==> src/rtl/coin_acceptor.sv <==
// coin_acceptor: sync, debounce and vet raw coin sensor lines; emit clean
// one-cycle one/two/five/reject pulses for the vending FSM; busy != IDLE.
module coin_acceptor #(
    parameter int DEBOUNCE_CYCLES = 4,
    parameter int LOCKOUT_CYCLES  = 8
) (
    input  logic clk,
    input  logic reset,
    input  logic coin1_raw,
    input  logic coin2_raw,
    input  logic coin5_raw,
    input  logic inhibit,
    output logic one,
    output logic two,
    output logic five,
    output logic reject,
    output logic busy
);

    localparam int DW = $clog2(DEBOUNCE_CYCLES + 1);
    localparam int LW = $clog2(LOCKOUT_CYCLES + 1);
    localparam logic [DW-1:0] DB_LAST = DW'(DEBOUNCE_CYCLES - 1);
    localparam logic [LW-1:0] LK_LAST = LW'(LOCKOUT_CYCLES - 1);

    typedef enum logic [1:0] {
        IDLE,
        LOCKOUT,
        RELEASE
    } state_t;

    logic [2:0]    raw;
    logic [2:0]    sync1;
    logic [2:0]    sync2;
    logic [2:0]    deb;
    logic [2:0]    deb_q;
    logic [DW-1:0] db_cnt [3];
    logic [2:0]    ev;
    logic          multi;

    state_t        state;
    state_t        state_n;
    logic [LW-1:0] lk_cnt;
    logic [LW-1:0] lk_n;
    logic          one_n;
    logic          two_n;
    logic          five_n;
    logic          rej_n;

    assign raw = {coin5_raw, coin2_raw, coin1_raw};

    always_ff @(posedge clk or posedge reset) begin
        if (reset) begin
            sync1 <= '0;
            sync2 <= '0;
        end else begin
            sync1 <= raw;
            sync2 <= sync1;
        end
    end

    // Level flips only after DEBOUNCE_CYCLES consecutive mismatches.
    always_ff @(posedge clk or posedge reset) begin
        if (reset) begin
            deb   <= '0;
            deb_q <= '0;
            for (int i = 0; i < 3; i++) begin
                db_cnt[i] <= '0;
            end
        end else begin
            deb_q <= deb;
            for (int i = 0; i < 3; i++) begin
                if (sync2[i] == deb[i]) begin
                    db_cnt[i] <= '0;
                end else if (db_cnt[i] == DB_LAST) begin
                    deb[i]    <= sync2[i];
                    db_cnt[i] <= '0;
                end else begin
                    db_cnt[i] <= db_cnt[i] + DW'(1);
                end
            end
        end
    end

    assign ev    = deb & ~deb_q;
    assign multi = (ev[0] & ev[1]) | (ev[0] & ev[2]) | (ev[1] & ev[2]);

    always_comb begin
        state_n = state;
        lk_n    = lk_cnt;
        one_n   = 1'b0;
        two_n   = 1'b0;
        five_n  = 1'b0;
        rej_n   = 1'b0;
        unique case (state)
            IDLE: begin
                if (ev != 3'b000) begin
                    if (multi || inhibit) begin
                        rej_n = 1'b1;
                    end else begin
                        one_n   = ev[0];
                        two_n   = ev[1];
                        five_n  = ev[2];
                        lk_n    = '0;
                        state_n = LOCKOUT;
                    end
                end
            end
            LOCKOUT: begin
                rej_n = |ev;
                lk_n  = lk_cnt + LW'(1);
                if (lk_cnt == LK_LAST) begin
                    state_n = RELEASE;
                end
            end
            RELEASE: begin
                rej_n = |ev;
                // Wait for every line to clear so a held coin is not re-seen.
                if (deb == 3'b000) begin
                    state_n = IDLE;
                end
            end
            default: begin
                state_n = IDLE;
            end
        endcase
    end

    always_ff @(posedge clk or posedge reset) begin
        if (reset) begin
            state  <= IDLE;
            lk_cnt <= '0;
            one    <= 1'b0;
            two    <= 1'b0;
            five   <= 1'b0;
            reject <= 1'b0;
        end else begin
            state  <= state_n;
            lk_cnt <= lk_n;
            one    <= one_n;
            two    <= two_n;
            five   <= five_n;
            reject <= rej_n;
        end
    end

    assign busy = (state != IDLE);

endmodule

==> config.mk <==
export PLATFORM = sky130hd
export DESIGN_NAME = coin_acceptor
export DESIGN_NICKNAME = d
export VERILOG_FILES = /design/src/rtl/coin_acceptor.sv
export SDC_FILE = /design/constraint.sdc
export NUM_CORES = 1
export LEC_CHECK = 0
export ABC_CLOCK_PERIOD_IN_PS = 1470
export CORE_UTILIZATION = 50
export DETAILED_ROUTE_END_ITERATION = 10
export PLACE_DENSITY_LB_ADDON = 0.3
export REMOVE_ABC_BUFFERS = 1
export SETUP_SLACK_MARGIN = 0.4
export SLEW_MARGIN = 20
export SYNTH_ARGS = -nofsm -noshare
export SYNTH_HDL_FRONTEND = slang
export SYNTH_SLANG_ARGS = --single-unit
==> constraint.sdc <==
create_clock -name clk -period 1.47 [get_ports clk]
set_input_delay 0.294 -clock clk [delete_from_list [all_inputs] [get_ports clk]]
set_output_delay 0.294 -clock clk [all_outputs]
set_load 0.1 [all_outputs]
==> After elaboration in Yosys (flattened, before gate mapping) <==
Index checks and enable logic that the tools add are counted.
{ "word_totals": {"regBits": 31} }
{ "classes": {"n_addsub": 4, "eq_ne": 13, "mux": 26, "bitwise_logic": 10, "reduce_logical": 13} }
{ "op_table": {"columns": ["op", "count"], "rows": [
  ["two-way mux 3 bit", 6],
  ["two-way mux 1 bit", 11],
  ["adder 3 x 1 -> 3 bit, second input constant", 3],
  ["equality test 3 x 2 -> 1 bit, second input constant", 3],
  ["two-way mux 2 bit", 4],
  ["two-way mux 4 bit", 2],
  ["!= test 2 bit, second input constant", 4],
  ["one-hot mux 4 bit (2 select lines)", 1],
  ["one-hot mux 2 bit (3 select lines)", 1],
  ["AND reduction 2 bit", 3],
  ["adder 4 x 1 -> 4 bit, second input constant", 1],
  ["equality test 4 x 3 -> 1 bit, second input constant", 1],
  ["AND reduction 4 bit", 1],
  ["nonzero test 2 bit", 2],
  ["bitwise AND 1 bit", 3],
  ["bitwise AND 3 bit", 1],
  ["equality test 1 bit", 3],
  ["zero test 3 bit", 1],
  ["NOT 1 bit", 3],
  ["NOT 3 bit", 1],
  ["AND reduction 3 bit", 1],
  ["nonzero test 3 bit", 1],
  ["OR reduction 3 bit", 1],
  ["equality test 2 x 1 -> 1 bit, second input constant", 1],
  ["other kinds (6)", 7]
]} }

==> Longest topological paths before layout <==
{ "logic_depth": {"depth_word": 9, "depth_mapped": 7} }

==> Worst setup path after synthesis <==
No wires, ideal clock.
{ "synth_timing": {"kind": "reg2reg", "from": "reg state[0]", "to": "reg lk_cnt[3]", "setup_ns": 0.071, "arrival_time_ns": 1.637, "path_slack_ns": -0.238, "path_stages_with_launch": 7, "cell_sequence": "dfrtp_1 inv_1 ha_1 buf_2 inv_1 a21oi_1 nand3_1"} }
{ "synth_between": {"elab_chain_len": 3, "word_cells_on_any_way": 7} }
{ "synth_lines": {"columns": ["element", "line_no", "text"], "rows": [
  ["from (decl)", "40", "state_t state;"],
  ["from (signal assigned)", "137", "state <= state_n;"],
  ["equality test 2 x 1 -> 1 bit / zero test 2 bit (equally long branches)", "94", "unique case (state)"],
  ["nonzero test 2 bit (no source line) / != test 2 bit (equally long branches)", null, null],
  ["AND reduction 3 bit (no source line)", null, null],
  ["to (signal assigned)", "138", "lk_cnt <= lk_n;"],
  ["to (decl)", "42", "logic [LW-1:0] lk_cnt;"]
]} }
Several ways; a longest one is shown, not always the timed one.
A chain may end at the register's enable or synchronous reset.

==> Worst setup path in the final report <==
{ "layout_timing": {"from": "reg deb[2]", "to": "reg state[1]"} }
{ "layout_between": {"elab_chain_len": 7, "word_cells_on_any_way": 12} }
{ "layout_lines": {"columns": ["element", "line_no", "text"], "rows": [
  ["from (decl)", "34", "logic [2:0] deb;"],
  ["from (signal, indexed assignment)", "75", "deb[i] <= sync2[i];"],
  ["bitwise AND 3 bit", "84", "assign ev = deb & ~deb_q;"],
  ["bitwise AND 1 bit", "85", "assign multi = (ev[0] & ev[1]) | (ev[0] & ev[2]) | (ev[1] & ev[2]);"],
  ["OR 1 bit (2 in a row)", "85", null],
  ["logical OR 1 bit", "97", "if (multi || inhibit) begin"],
  ["!= test 2 bit (no source line)", null, null],
  ["AND reduction 4 bit (no source line) (*)", null, null]
]} }
Mark *: on every way between the ends. The rest lies on a longest branch, timed or not.

==> flow_summary_export.csv <==
group,metric,value,unit
logic_synthesis,synthDistinctLibCells,33,
power,comb_power_share,59.2,%
setup_path,required,1.69,ns
finish,instances_no_fill,186,
place,place_ws,-0.0739,ns
power,power,4940,µW
timing,min_period,1.58,ns
status,violations,"negative setup slack",
global_route,grt_pass1_wl,4430,µm
worst_hold_path,hold_class,"in -> async",
setup_path,crit_fanout,5,
finish,final_util,84.1,%
place,dp.cells,162,
job,cap_violations,0,
logic_synthesis,yosys_warnings,0,
power,ir_worst_vdd,2.01,mV
timing,hold_viol,0,
timing,rsz0062_at_grt,"true",
finish,drive_gt1_share,57.7,%
timing,fmax,634,MHz
clock_network,clkLatencyLatePin,0.32,ns
global_route,first_global_vias,1051,
die,start_util,54.2,%
setup_path,critical_path.top_delay_family,"compound AO/OA/AOI/OAI gates",
detailed_routing,num_vias,1035,
place,hpwl,1660,µm
power,p_int,2990,µW
detailed_routing,first_pass_iters,4,
timing,fin_ws,-0.108,ns
logic_synthesis,mappedNetlistArea,1380,µm²
die,core-area,2540,µm²
detailed_routing,post-route-drc-count,0,
global_route,antenna_found_initial,0,
clock_network,cts_buffers,5,
setup_path,slowest_stage,"dfrtp_1",
global_route,grt_max_degree,32,
status,status,"complete, but fails checks",
finish,syn_to_final_growth,55.2,%
timing,finalMaxSlewViolations,0,
detailed_routing,ant_nets,0,
timing,max_slew.worst_pin.slew,0.340,ns
clock_network,cts_tree,"done",
power,swShare,39.4,%
detailed_routing,viasPerCell,5.56,
setup_path,path_buf_inv,0,
die,die_x,54.5,µm
timing,max-slew-margin-rel,77.2,%
detailed_routing,drt_wl_total,3420,µm
die,floorplan.io_pins,11,
logic_synthesis,synth.avg_cell_area,12.5,µm²
setup_path,path_class,"reg -> reg",
power,clkPwrFrac,14.3,%
timing,tns,-0.305,ns
die,rows,18,
clock_network,cts_hold_buffers,0,
place,numPortBuffers,10,
power,sequentialPowerShare,26.6,%
logic_synthesis,synth_seq_cells,31,
clock_network,clock-root-buffer,"clkbuf_4",
timing,fin_worst_skew,0.0166,ns
setup_path,crit_path_max_incr_delay,0.43,ns
clock_network,clkTransAtPathRegs,0.11,ns
finish,n_antenna_cell,0,
clock_network,clockBufferDepth,2,
power,p_leak,0.000970,µW
setup_path,crit_chain,"and2b_4 > maj3_2 > o21ai_1 > a21oi_1 > a31o_2",
clock_network,cts_num_sinks,31,
die,die_h,54.5,µm
detailed_routing,post_drt_wl_per_cell,18.4,µm
global_route,grt_use_total,21.9,%
timing,layout_worst_path_cycle_share,107,%
place,routabilityCongestion,0.872,
logic_synthesis,synth_cells,110,
setup_path,endpoint_kind,"register",
power,switchingPower,1950,µW
die,dieArea,2970,µm²
power,powerDensity,2310,nW/µm²
global_route,overflow,0,
setup_path,worstPathArrival,1.80,ns
timing,setup_viol,5,
finish,final_nets,169,
clock_network,h-tree-depth,2,
setup_path,startpoint_type,"register",
logic_synthesis,ys_seq_area_share,56.3,%
detailed_routing,drt_iter0_drc,14,
-- per-layer routing --
metal / GRT usage (%) / vias to the layer above / share of wire, % / wire length (µm)
met1: 23.8 / 518 / 40 / 1380
li1: - / 481 / - / -
met2: 40.2 / 26 / 55 / 1870
met4: 8.55 / 0 / 2.7 / 91
met3: 5.56 / 10 / 2.5 / 86
met5: 0 / - / 0 / 0
-- worst min-delay path, cell delays in order --
cell             delay [ns]
clkdlybuf4s50_1        0.40
inv_1                  0.09
buf_12                 0.20
-- cell families (layout without fill, tap and decap cells) --
logic type | Yosys count | count (layout) | synth area share [%]
AND/OR/NAND/NOR | 36 | 36 | 17.0
flip-flops | 31 | 31 | 56.3
AO/OA/AOI/OAI | 17 | 17 | 9.80
adder cells (fa/ha/maj) | 9 | 9 | 8.08
buffers and inverters | 8 | 54 | 2.36
multiplexers | 5 | 5 | 3.99
XOR/XNOR | 4 | 4 | 2.54
-- power groups by stage --
stage / combinational, µW / clock, µW / sequential (µW)
floorplan: 1110 / 0 / 1440
global placement: 1890 / 0 / 1270
detailed placement: 1950 / 0 / 1290
CTS: 2280 / 713 / 1280
global route: 3090 / 748 / 1340
finish: 2920 / 704 / 1310
-- layout by cell type (no fill, tap or decap), types with 3 or more instances in the layout --
cell type        count
dfrtp_1             30
buf_4               24
buf_12               6
clkbuf_4             5
clkdlybuf4s50_1      5
buf_6                5
nor3b_2              4
a21oi_1              4
nor2b_4              3
mux2_4               3
inv_1                3
and2b_4              3
nand3_2              3
ha_1                 3
ha_2                 3
-- worst paths after layout --
check / end / depth (start not counted) / slack (ns) / start
worst max-delay path: state[1]$_DFFE_PP0P_ / 5 / -0.11 / deb[2]$_DFFE_PP0P_
worst min-delay path: db_cnt[2]$_DFF_PP0_ / 3 / 0.30 / reset
worst max register to register: state[1]$_DFFE_PP0P_ / 5 / -0.11 / deb[2]$_DFFE_PP0P_
worst min register to register: sync2[1]$_DFF_PP0_ / 0 / 0.36 / sync1[1]$_DFF_PP0_
max in group asynchronous: deb_q[2]$_DFF_PP0_ / 3 / 1.00 / reset
min in group clk: sync2[1]$_DFF_PP0_ / 0 / 0.36 / sync1[1]$_DFF_PP0_
-- state kept, by name (all words and copies together), names as in the netlist --
register  cells
sync2         3
one           1
reject        1
deb_q         3
state         2
lk_cnt        4
deb           3
db_cnt        9
sync1         3
two           1
five          1
-- cell type report --
class                   count  area (µm²)
repair buffers             40         407
clock inverters             2        35.0
multi-input cells          71         807
fillers                   120         405
well taps                  30        37.5
clock buffers               6        51.3
flip-flops and latches     31         777
inverters                   6        25.0
-- per-stage QoR --
stage | cell area [µm²] | hold WS [ns]
floorplan | 1370 | 0.325
global placement | 1670 | 0.333
detailed placement | 1670 | 0.335
CTS | 1940 | 0.285
global route | 2140 | 0.315
finish | 2140 | 0.295
-- synth_stat cells --
cell,instances,area (µm²)
or2b_1,3,22.5
and3_1,1,6.26
nand2_2,1,6.26
maj3_2,1,11.3
nor4_1,3,18.8
a21oi_1,5,25.0
nor3b_1,6,45.0
a22o_1,1,8.76
and2b_4,3,30.0
a32o_2,1,11.3
o211ai_1,1,7.51
a21oi_2,1,8.76
o21ai_1,1,5.00
nand3_1,5,25.0
a211o_1,1,8.76
a211oi_1,1,7.51
a221oi_2,1,15.0
buf_2,2,10.0
nor2_1,2,7.51
dfrtp_1,31,776
nor3_1,4,20.0
nor2b_1,4,25.0
o31a_2,1,10.0
inv_1,6,22.5
a31oi_1,1,6.26
ha_1,8,100
nand2b_1,2,12.5
xnor2_1,4,35.0
nand3b_1,2,15.0
a31o_2,1,8.76
mux2_2,4,45.0
a211oi_2,1,12.5
mux2i_1,1,10.0
-- repair_timing --
| action | in CTS | in global routing |
|---|---|---|
| pin swaps | 13 | 11 |
| resized for setup | 26 | 26 |
| endpoints found under the setup margin | 19 | 25 |
| buffers inserted | 10 | 6 |
| hold endpoints to repair | 0 | 0 |
No activity file was read; power rests on OpenSTA's default activity.
==> edit 1, RTL diff (same flow settings) <==
Encoding of `state_t`: now one-hot (3 bits for 3 states).
--- a/src/rtl/coin_acceptor.sv
+++ b/src/rtl/coin_acceptor.sv
@@ -22,10 +22,10 @@
     localparam logic [DW-1:0] DB_LAST = DW'(DEBOUNCE_CYCLES - 1);
     localparam logic [LW-1:0] LK_LAST = LW'(LOCKOUT_CYCLES - 1);
 
-    typedef enum logic [1:0] {
-        IDLE,
-        LOCKOUT,
-        RELEASE
+    typedef enum logic [2:0] {
+        IDLE    = 3'b001,
+        LOCKOUT = 3'b010,
+        RELEASE = 3'b100
     } state_t;
 
     logic [2:0]    raw;
Check against the original RTL: no difference found for any inputs over 10 cycles, from zero or initial values and one cycle with reset high; not proved beyond that.
==> edit 1 against the original RTL <==
- the run still ends with negative setup slack left
- synthesized area fell by 7.0%
- power fell by 2.3%
- routed wire length is 48% higher
- setup slack worse by 0.085 ns
- synthesized cell count down 14%
- sequential cell count rose by 1
- clock skew shrank 0.0057 ns
- final area increased by 4.7%
- critical path type unchanged
- largest power group unchanged
==> edit 1: results (changes against the original RTL) <==
cp_max_fo: 6  # +1
antenna_found_initial: 0  # unchanged
hp-class: "input pin to async pin"
firstDrtPassIters: 4  # unchanged
place.gp.congestion: 0.784  # -10%
cpMaxStageDelayCell: "dfrtp_2"
synthXorXnorAreaFrac_pct: 6.05  # +3.5 points
synth_compound_area_share_pct: 6.34  # -3.5 points
layout_setup_ws_ns: -0.192  # -0.0846 ns
ys_warn_count: 0  # unchanged
cts_root_buffer: "clkbuf_4"
dp_cells: 143  # -12%
final_nets: 157  # -7.1%
ir_drop_v: 0.00189  # -6.3%
p_sw_share_pct: 41.6  # +2.2 points
fin_skew_ns: 0.0108  # -0.00575 ns
dp_hpwl_um: 1450  # -13%
num_vias: 1079  # +4.3%
synth_adder_area_share_pct: 3.90  # -4.2 points
cp_slowest_stage_delay_ns: 0.46  # +0.03 ns
synth.avg_cell_area_um2: 13.5  # +7.7%
worst_pin_slew_ns: 0.394  # +0.0536 ns
layoutNonFillerInstCount: 176  # -5.4%
grt_pass1_wl_um: 5620  # +27%
p_leak_nw: 0.993  # +2.4%
cts_made_buffers: 5  # unchanged
grt_use_total_pct: 31.0  # +9.1 points
synth_area_leaders: "dfrtp_1 (60%), xnor2_1 (4.1%), ha_1 (3.9%)"
async_flop_share_pct: 100  # unchanged
port_buffers: 10  # unchanged
violations: "negative setup slack"
synthTopCellsByCount: "dfrtp_1 (31), nor3_1 (7), nor2_1 (6), nor2b_1 (6), xnor2_1 (6)"
ys_seq_area_share_pct: 62.5  # +6.3 points
clockBufferDepth: 2  # unchanged
wire_per_inst_um: 28.9  # +57%
ys_types: 30  # -9.1%
muxShareOfSynthArea_pct: 3.41  # -0.58 points
grt.met3_usage_pct: 8.12  # +2.6 points
clock_latency_ns: 0.35  # +0.03 ns
grtUsageMet2_pct: 52.7  # +12 points
path_delay_family: "buffers and inverters"
crit_arrival_ns: 1.90  # +0.10 ns
status: "complete, but fails checks"
drtIter0Drc: 37  # +23
place_ws_ns: 0.0100  # +0.0839 ns
grt_start_max_net_pins: 17  # -47%
met1_usage_pct: 33.7  # +9.9 points
drive_gt1_share_pct: 64.9  # +7.2 points
dpl_cell_area_um2: 1560  # -7.1%
finalSetupViolCount: 9  # +4
edit 1: cell count changes in the layout (fill, tap and decap cells not counted), moves of 3 or more:
cell	change
buf_4	-7
nor2_4	+6
buf_6	+12
nand3_2	-3
and2b_4	-3
a21oi_1	-4
edit 1: timing repair:
action / CTS / global route
setup buffers: 15 / 10
setup endpoints to repair: 20 / 28
gates resized for setup: 45 / 42
pin swaps: 13 / 21
hold buffers: 0 / 0
edit 1: stage by stage:
stage	utilization (%)	power, mW	TNS [ns]
global placement	67.1	2.58	0
floorplan	-	2.15	-4.40
CTS	84.4	3.93	-0.0514
global route	96.7	4.94	-1.51
finish	96.7	4.82	-1.26
detailed placement	67.1	2.64	0
edit 1: layer usage:
layer,wire (um),up-vias
li1,-,437
met1,1900,549
met2,2470,66
met3,380,27
met4,337,0
met5,0,-
edit 1: worst paths after layout:
path | depth (start not counted) | from | slack, ns | to
setup / recovery | 7 | state[1] | -0.19 | lk_cnt[1]
setup reg to reg | 7 | state[1] | -0.19 | lk_cnt[1]
max in group asynchronous | 3 | reset | 0.76 | state[1]
hold reg to reg | 0 | sync1[0] | 0.36 | sync2[0]
min in group clk | 0 | sync1[0] | 0.36 | sync2[0]
hold / removal | 2 | reset | 0.27 | deb[0]
edit 1: logic make-up (layout without fill, tap and decap cells):
| kind of cell | after synthesis | count (layout) |
|---|---|---|
| buffers and inverters | 3 | 56 |
| DFF | 32 | 32 |
| xor gates and xnor gates | 8 | 8 |
| AOI/OAI and AO/OA | 8 | 8 |
| and+or+nand+nor | 36 | 36 |
| adders and majority gates | 4 | 4 |
| muxes | 4 | 4 |
edit 1: power by group through the flow:
| stage | Clock, mW | Combinational (mW) | Sequential, mW |
|---|---|---|---|
| after floorplan | 0 | 0.709 | 1.44 |
| after global placement | 0 | 1.33 | 1.25 |
| after detailed placement | 0 | 1.38 | 1.26 |
| after CTS | 0.659 | 2.00 | 1.27 |
| after global routing | 0.719 | 2.85 | 1.36 |
| final | 0.683 | 2.78 | 1.36 |
edit 1: layout make-up:
type                       count  area [um^2]
tap                           28         35.0
inverter                       3         11.3
clock buffer                   6         41.3
timing repair buffer          45          489
fill                          43         77.6
multi-input combinational     60          825
sequential                    32          805
clock inverter                 2         35.0
==> edit 2, RTL diff (config.mk and constraints unchanged) <==
Made on the original files. `LOCKOUT_CYCLES`: 8 -> 4.
--- a/src/rtl/coin_acceptor.sv
+++ b/src/rtl/coin_acceptor.sv
@@ -2,7 +2,7 @@
 // one-cycle one/two/five/reject pulses for the vending FSM; busy != IDLE.
 module coin_acceptor #(
     parameter int DEBOUNCE_CYCLES = 4,
-    parameter int LOCKOUT_CYCLES  = 8
+    parameter int LOCKOUT_CYCLES  = 4
 ) (
     input  logic clk,
     input  logic reset,
Formal check against the unedited RTL: same outputs for any inputs over 10 cycles, from zero or initial values and one cycle with reset high; that may be too few to reach the edited logic, so the function may still have changed.
==> edit 2 against the original RTL <==
- the run still ends with negative setup slack left
- non-clock buffer count is 5 higher
- setup slack worse by 0.039 ns
- combinational power is 6.8% higher
- routed wire length is 4.2% higher
- final area is 3.2% higher
- sequential cell count is 1 lower
- synthesized area hardly changed
- power is 2.6% higher
- critical path type is now flip-flop to primary output
==> edit 2: results (changes against the original RTL) <==
cpMaxStageDelayCell: "dfrtp_1"
synth.avg_cell_area_um2: 12.5  # about the same
cts_resized: 40  # +54%
p_leak_nw: 0.989  # +1.9%
routed_wl_um: 3570  # +4.2%
status: "complete, but fails checks"
dp_hpwl_um: 1820  # +10%
cp_slowest_stage_delay_ns: 0.43  # about the same
cp_max_fo: 4  # -1
num_vias: 1078  # +4.2%
ir_drop_v: 0.00215  # +7.0%
synth_area_leaders: "dfrtp_1 (54%), ha_1 (9.1%), nor2b_1 (3.2%)"
synthTopCellsByCount: "dfrtp_1 (30), ha_1 (10), inv_1 (8)"
dp_cells: 165  # +1.9%
ys_warn_count: 0  # unchanged
grt_start_max_net_pins: 31  # -3.1%
cts_root_buffer: "clkbuf_4"
path_delay_family: "flip-flops"
place.gp.congestion: 0.840  # -3.6%
post_cts_buffers: 13  # +3
slew_headroom_pct: 74.4  # -2.8 points
clk_pin_slew_worst_paths_ns: 0.10
ys_types: 34  # +3.0%
finalSetupViolCount: 6  # +1
grt_pass1_vias: 994  # -5.4%
finalSetupTns_ns: -0.654  # -0.348 ns
ys_seq_area_share_pct: 54.5  # -1.8 points
violations: "negative setup slack"
layout_setup_ws_ns: -0.147  # -0.0392 ns
cts_made_buffers: 5  # unchanged
crit_arrival_ns: 1.32  # -0.48 ns
drive_gt1_share_pct: 57.1  # -0.55 points
place_ws_ns: -0.186  # -0.112 ns
grt_use_total_pct: 24.1  # +2.2 points
final_nets: 177  # +4.7%
layoutNonFillerInstCount: 191  # +2.7%
fin_skew_ns: 0.00957  # -0.00701 ns
==> edit 2: changes by cell type in the layout (fill, tap and decap cells not counted), sizes merged, moves of 3 or more <==
cell   change
a21oi      -3
buf        +5
nand3      -4
nor2b      +3
or2b       -3
==> edit 2: layer usage <==
layer	track usage (%)	vias up	share of wire, %
met4	10.3	0	4.0
met2	39.8	24	51
met1	29.0	546	41
li1	-	495	-
met5	0	-	0
met3	7.50	13	3.1
==> edit 2: worst min-delay path, cell delays in order <==
cell	delay [ns]
clkdlybuf4s50_1	0.39
inv_1	0.05
buf_4	0.34
==> edit 2: report_power, final <==
part	switching, mW	internal, mW	total (mW)
logic	1.56	1.56	3.12
clock network	0.281	0.396	0.677
registers	0.203	1.07	1.27
==> edit 2: final cells by class <==
| cell class | instances | area (um^2) |
|---|---|---|
| multi-input combinational | 71 | 870 |
| sequential | 30 | 751 |
| timing repair buffer | 45 | 439 |
| fill | 104 | 337 |
| clock buffer | 6 | 51.3 |
| tap | 30 | 37.5 |
| clock inverter | 1 | 30.0 |
| inverter | 8 | 30.0 |
==> edit 2: worst paths after layout <==
check | start | to | slack, ns | cells past startpoint
hold / removal | reset | db_cnt[5] | 0.33 | 3
setup reg to reg | state[1] | state[0] | -0.12 | 7
setup / recovery | state[1] | busy | -0.15 | 5
min in group clk | sync1[2] | sync2[2] | 0.35 | 0
hold reg to reg | sync1[2] | sync2[2] | 0.35 | 0
max in group asynchronous | reset | db_cnt[8] | 0.85 | 3
==> edit 2: cell families (layout without fill, tap and decap cells) <==
logic type / count (synthesis) / count (layout) / synth area share (%)
simple gates: 32 / 32 / 14.8
mux: 4 / 4 / 3.18
buf+inv: 9 / 60 / 3.00
flops: 30 / 30 / 54.5
compound gates: 20 / 20 / 11.7
fa+ha+maj: 10 / 10 / 9.08
xor+xnor: 5 / 5 / 3.72
